**src/rtl/cat_cmd_parser.sv**
```systemverilog
// Byte-command parser for the cat LED board: single letters shoot or revive one cat,
// and '#' followed by two hex digits loads all eight cats at once.
module cat_cmd_parser #(
  parameter int          TIMEOUT_CYCLES = 4800000,
  parameter logic [7:0]  RESET_MASK     = 8'hFF
) (
  input  logic       clk,
  input  logic       reset,
  input  logic [7:0] rx_data,
  input  logic       rx_empty,
  output logic       rx_rd,
  output logic [7:0] cat_status,
  output logic       cmd_valid,
  output logic [7:0] err_count,
  output logic [7:0] last_byte
);

  typedef enum logic [1:0] {IDLE, HEX_HI, HEX_LO} state_t;

  localparam int CW = $clog2(TIMEOUT_CYCLES + 1);

  state_t         state, state_nxt;
  logic [CW-1:0]  idle_cnt;
  logic [3:0]     hi_nib;
  logic           pop;
  logic           timeout;
  logic           hex_ok;
  logic [3:0]     hex_val;
  logic [7:0]     off_upper, off_lower;
  logic           cmd_fire, err_inc, nib_load;
  logic [7:0]     status_nxt;

  // A byte is captured on the edge that raises rx_rd and decoded while rx_rd is high,
  // so rx_rd doubles as the "byte ready" strobe and enforces the one-cycle gap.
  assign pop     = !rx_empty && !rx_rd;
  assign timeout = (state != IDLE) && !rx_rd && !pop &&
                   (idle_cnt == CW'(TIMEOUT_CYCLES - 1));

  assign off_upper = last_byte - 8'h41;
  assign off_lower = last_byte - 8'h61;

  always_comb begin
    hex_ok  = 1'b1;
    hex_val = 4'h0;
    if (last_byte >= 8'h30 && last_byte <= 8'h39)      hex_val = last_byte[3:0];
    else if (last_byte >= 8'h41 && last_byte <= 8'h46) hex_val = last_byte[3:0] + 4'd9;
    else if (last_byte >= 8'h61 && last_byte <= 8'h66) hex_val = last_byte[3:0] + 4'd9;
    else                                               hex_ok  = 1'b0;
  end

  // NOTE: sequential state uses non-blocking assignments so every register samples
  // the pre-edge values regardless of process ordering.
  always_ff @(posedge clk or posedge reset) begin
    if (reset) state <= IDLE;
    else       state <= state_nxt;
  end

  // NOTE: each combinational output gets a default before any branch, so no path
  // leaves it unassigned and no latch is inferred.
  always_comb begin
    state_nxt = state;
    if (timeout) begin
      state_nxt = IDLE;
    end else if (rx_rd) begin
      case (state)
        IDLE:    if (last_byte == 8'h23) state_nxt = HEX_HI;
        HEX_HI:  state_nxt = hex_ok ? HEX_LO : IDLE;
        HEX_LO:  state_nxt = IDLE;
        default: state_nxt = IDLE;
      endcase
    end
  end

  always_comb begin
    cmd_fire   = 1'b0;
    err_inc    = timeout;
    nib_load   = 1'b0;
    status_nxt = cat_status;
    if (rx_rd) begin
      case (state)
        IDLE: begin
          if (last_byte >= 8'h41 && last_byte <= 8'h48) begin
            status_nxt[off_upper[2:0]] = 1'b0;
            cmd_fire = 1'b1;
          end else if (last_byte >= 8'h61 && last_byte <= 8'h68) begin
            status_nxt[off_lower[2:0]] = 1'b1;
            cmd_fire = 1'b1;
          end else if (last_byte != 8'h23 && last_byte != 8'h0A &&
                       last_byte != 8'h0D && last_byte != 8'h20) begin
            err_inc = 1'b1;
          end
        end
        HEX_HI: begin
          if (hex_ok) nib_load = 1'b1;
          else        err_inc  = 1'b1;
        end
        HEX_LO: begin
          if (hex_ok) begin
            status_nxt = {hi_nib, hex_val};
            cmd_fire   = 1'b1;
          end else begin
            err_inc = 1'b1;
          end
        end
        default: ;
      endcase
    end
  end

  always_ff @(posedge clk or posedge reset) begin
    if (reset) begin
      rx_rd      <= 1'b0;
      last_byte  <= 8'h00;
      cat_status <= RESET_MASK;
      cmd_valid  <= 1'b0;
      err_count  <= 8'h00;
      hi_nib     <= 4'h0;
      idle_cnt   <= '0;
    end else begin
      rx_rd      <= pop;
      if (pop) last_byte <= rx_data;
      cat_status <= status_nxt;
      cmd_valid  <= cmd_fire;
      if (err_inc && err_count != 8'hFF) err_count <= err_count + 8'd1;
      if (nib_load) hi_nib <= hex_val;
      // Any byte activity restarts the inter-byte window; IDLE keeps it parked at zero.
      if (state == IDLE || pop || rx_rd || timeout) idle_cnt <= '0;
      else                                          idle_cnt <= idle_cnt + 1'b1;
    end
  end

endmodule

```
**config.mk**
```make
export PLATFORM = sky130hd
export DESIGN_NAME = cat_cmd_parser
export DESIGN_NICKNAME = d
export VERILOG_FILES = /design/src/rtl/cat_cmd_parser.sv
export SDC_FILE = /design/constraint.sdc
export NUM_CORES = 1
export LEC_CHECK = 0
export ABC_CLOCK_PERIOD_IN_PS = 3950
export CORE_MARGIN = 4
export CORE_UTILIZATION = 60
export DETAILED_ROUTE_END_ITERATION = 10
export DONT_BUFFER_PORTS = 1
export HOLD_SLACK_MARGIN = 0.15
export PLACE_DENSITY = 0.84
export RECOVER_POWER = 100
export SYNTH_ARGS = -nofsm -noshare
export SYNTH_HDL_FRONTEND = slang
export SYNTH_SLANG_ARGS = --single-unit
```
**constraint.sdc**
```tcl
create_clock -name clk -period 3.95 [get_ports clk]
set_input_delay 0.395 -clock clk [delete_from_list [all_inputs] [get_ports clk]]
set_output_delay 0.395 -clock clk [all_outputs]
set_load 0.05 [all_outputs]
```
## Yosys cells after proc, flatten, opt, wreduce, memory -nomap -nowiden

Cells that the tools add are included.

| word-level totals | value |
|---|---|
| register bits after elaboration | 55 |
| bits of input ports | 11 |
| output and inout port bits | 26 |
| logic and storage cells | 101 |

| operators by class | value |
|---|---|
| add/sub/neg operators | 5 |
| $lt $le $gt $ge | 12 |
| eq/ne operators | 12 |
| multiplexer cells | 33 |
| bitwise gates (word level) | 3 |
| reduce and logical (&&, ||, !) cells | 28 |

Operators with widths:

| kind | count |
|---|---|
| 8-bit by 7-bit less-or-equal comparator with 1-bit output (second input constant) | 4 |
| 8-bit two-way mux | 3 |
| 23-bit by 1-bit adder with 23-bit output (second input constant) | 1 |
| 23-bit equality test (second input constant) | 1 |
| 23-bit two-way mux | 1 |
| 8-bit by 7-bit >= comparator with 1-bit output (second input constant) | 2 |
| 1-bit two-way mux | 16 |
| 8-bit by 4-bit != test with 1-bit output (second input constant) | 2 |
| 8-bit by 6-bit != test with 1-bit output (second input constant) | 2 |
| 8-bit case mux with 2 select lines | 1 |
| 1-bit logical AND | 15 |
| 4-bit two-way mux | 3 |
| 8-bit by 1-bit adder with 8-bit output (second input constant) | 1 |
| 8-bit bitwise AND | 1 |
| 8-bit by 6-bit equality test with 1-bit output (second input constant) | 1 |
| 8-bit by 6-bit >= comparator with 1-bit output (second input constant) | 1 |
| 8-bit by 6-bit less-or-equal comparator with 1-bit output (second input constant) | 1 |
| 3-bit by 4-bit < comparator with 1-bit output (second input constant) | 2 |
| 2-bit two-way mux | 4 |
| 8-bit != test (second input constant) | 1 |
| 8-bit inverter | 1 |
| 8-bit bitwise OR | 1 |
| 1-bit demux with 3-bit select | 2 |
| 3-bit by 1-bit >= comparator with 1-bit output (second input constant) | 2 |
| other kinds (15) | 24 |

## Logic depth before layout (Yosys ltp)

| logic depth | value |
|---|---|
| word-level depth | 11 |
| depth in mapped cells | 9 |
| mapped depth without buffers | 7 |

## Least setup slack after synthesis

No wires, ideal clock.

| path | value |
|---|---|
| path type | register to register |
| start | reg last_byte[0] |
| end | reg err_count[1] |
| library setup time | 0.125 ns |
| arrival time | 2.750 ns |
| data required time | 3.825 ns |
| path slack | 1.075 ns |
| cell stages (with the launch flop) | 8 |
| path buffers | 0 |
| clock period less this slack | 2.875 ns |
| cells stage by stage | dfrtp_1 > clkinv_1 > ha_1 > nor3b_2 > nor4_4 > nor4b_2 > nor3_2 > mux2_4 |

| on the way | value |
|---|---|
| cells in the longest elaborated chain, start to end | 10 |
| elaborated cells between the ends (all ways) | 30 |
| classes of those cells | order compare (8); eq/ne (4); mux (9); reduce/logical (9) |

Ends and longest elaborated chain:

| item | line | RTL |
|---|---|---|
| from (decl) | 15 | `output logic [7:0] last_byte` |
| from (signal assigned) | 121 | `if (pop) last_byte <= rx_data;` |
| branches (longest 7 deep; another with 8-bit by 7-bit >= comparator with 1-bit output) | n/a |  |
| 1-bit case mux with 2 select lines * | 80 | `case (state)` |
| 1-bit two-way mux * | 79 | `if (rx_rd) begin` |
| 1-bit logical AND * | 124 | `if (err_inc && err_count != 8'hFF) err_count <= err_count + 8'd1;` |
| to (signal assigned) | 124 |  |
| to (decl) | 14 | `output logic [7:0] err_count,` |

Mark *: on every way between the ends.
A chain may end at the register's enable or synchronous reset.

## Worst setup path after layout

| path | value |
|---|---|
| start | reg last_byte[1] |
| end | reg err_count[1] |

The elaborated chain is that of the path after synthesis.

==> results.toml <==
[run_status]
outcome = "finished with violations"
violations = "max-capacitance violations, max-slew violations"

[min_path]
hold_path.class = "primary input to flip-flop"
whs_endpoint = "last_byte[2]"
whs_path_depth = 2
hp-start = "rx_data[2]"

[global_route]
grt_antenna_before_repair = 0
grt_most_used_layer = "met2"
grt_use_met2_pct = 32.1
met3_usage_pct = 5.94
grt.total_usage_pct = 21.0
use_met1_pct = 28.2
grt_max_degree = 56
grt_pass1_wl_microns = 10600
overflow = 0
grt_pass1_vias = 2227

[place]
portBuffers = 0
dpl_worst_slack_ns = 1.10
place_inst = 379
placed_area_sq_um = 3190
place.gp.congestion = 0.882
hpwlAfterDp_microns = 4540

[synth]
synth-compound-area-share_pct = 14.5
yosysWarnings = 0
synth_ff_type = "dfrtp_1"
synth_xor_area_share_pct = 8.10
synth_nets = 339
netlist_area_sq_um = 3140
seq_area_frac_synth_pct = 44.2
avgSynthCellArea_sq_um = 9.86
yosys.area_share.simple_pct = 22.7
synth_top_family_by_area = "simple AND/OR/NAND/NOR gates"
synth_fa_ha_area_share_pct = 3.99
synth_cells = 318
synth_edf_count = 0
yosys-mux-area-fraction_pct = 2.59
ys_ff_latch = 55
ys_types = 63
async_reset_ff_share_pct = 100

[sta]
fmax_mhz = 321
hold-worst-slack_ns = 0.202
finalMaxSlewViolations = 56
max-slew-margin-rel_pct = -86.0
finClkSkew_ns = 0.00769
fin_tns_setup_ns = 0
fin_ws_ns = 0.835
rsz0062_at_grt = "no"
hold_viol_final = 0
period_minus_slack_ns = 3.11
worst_pin_slew_ns = 2.79
post-route-period-util_pct = 78.9
setup_viol = 0

[clock_tree]
h-tree-depth = 2
cts_hold_buf = 0
clock_latency_ns = 0.31
post-cts-setup-buffer-count = 0
cts_root_buf = "clkbuf_8"
cts_resized = 0
cts-buffers-inserted = 5
clk_path_buf_depth = 2
clk_pin_slew_ns = 0.10
cts_tree = "done"
cts_sinks = 55

[power_and_ir_drop]
power_mw = 1.72
vdd_ir_drop_max_v = 0.000317
p_leak_nw = 1.29
power.density_nw_per_um2 = 529

[layout]
finalNonFillerCells = 387
multi_input_area_sq_um = 1610
diodes = 0
fin_util_pct = 64.1
fill_cells = 423
design_area_sq_um = 3250
drive_gt1_share_pct = 6.31
final_common_cell = "dfrtp_1"
area.growth.synth_to_final_pct = 3.75
fin_nets = 337
final_cell_mix = "dfrtp_1 (47), nor2_1 (38), xnor2_1 (21)"
seq_area_sq_um = 1390

[flow_run]
maxCapViolCount = 1

[routing]
dr.pass1.iters = 4
drcViolationCount = 0
antenna_left = 0
avgRoutedWirePerCell_microns = 16.4
via_per_inst = 6.02
first_iter_violations = 129
num_vias = 2331
drt_wl_total_microns = 6340

[critical_path]
r2r_cells = 7
cp_data_arrival_time_ns = 3.32
timing.rr.end = "err_count[1]"
critical_path_required_ns = 4.16
critPathKind = "flip-flop to flip-flop"
startpoint_type = "flip-flop"
reg2reg_setup_slack_ns = 0.84
path_max_fanout = 7
r2r-start = "last_byte[1]"
worstSetupStartpoint = "last_byte[1]"
critPathCaptureType = "flip-flop"

[floorplanning]
design.core.area_sq_um = 5070
die_w_microns = 80.3
start_util_pct = 61.8
die_h_microns = 80.3
num_rows = 26
io_pins = 37
dieArea_sq_um = 6450
==> Yosys cell counts, types with 5 or more instances <==
cell | n | area share, %
a32o_1 | 5 | 1.6
and2_1 | 6 | 1.2
and3_1 | 7 | 1.4
clkbuf_1 | 7 | 0.84
dfrtp_1 | 47 | 37
dfstp_2 | 8 | 6.7
ha_1 | 10 | 4.0
inv_1 | 17 | 2.0
mux2_2 | 5 | 1.8
nand2_1 | 20 | 2.4
nand3_1 | 10 | 1.6
nand4_1 | 5 | 1.0
nor2_1 | 38 | 4.5
nor2b_1 | 6 | 1.2
nor3_1 | 8 | 1.3
o211ai_1 | 9 | 2.2
o21ai_0 | 12 | 1.9
xnor2_1 | 21 | 5.9
xor2_1 | 8 | 2.2
==> worst max-delay path: stages (launching register included) <==
cell     delay [ns]
dfrtp_1        0.75
inv_1          0.18
ha_1           0.26
nor3b_1        0.58
nor4_4         0.15
nor4b_2        0.54
nor3_1         0.22
mux2_4         0.33
==> kinds of logic after synthesis <==
family	Yosys count
fa+ha+maj	10
flops	55
mux	7
buf+inv	30
simple gates	126
compound gates	61
xor+xnor	29
==> how the worst max path moves through the flow <==
stage          cells after the start  slack [ns]           end
5_1_grt                            7        0.61  err_count[1]
2_1_floorplan                      7        1.07  err_count[1]
3_5_place_dp                       7        1.10  err_count[1]
3_3_place_gp                       7        1.19  err_count[1]
4_1_cts                            7        1.08  err_count[1]
6_report                           7        0.84  err_count[1]
==> layout make-up <==
class,count,share of cell area (%)
tap,70,2.69
multi-input combinational,233,49.6
clock buffer,6,2.23
sequential,55,42.6
inverter,18,2.08
clock inverter,2,0.384
timing repair buffer,3,0.461
==> per-layer routing <==
layer | vias up | part of all wire, %
met5 | - | 0
met4 | 0 | 1.8
met3 | 12 | 5.7
met2 | 57 | 46
met1 | 1134 | 47
li1 | 1128 | -
==> report_power, final <==
group	switching, mW	internal [mW]
logic	0.206	0.159
registers	0.383	0.669
clock network	0.181	0.124
Power figures use the tool's default switching activity.
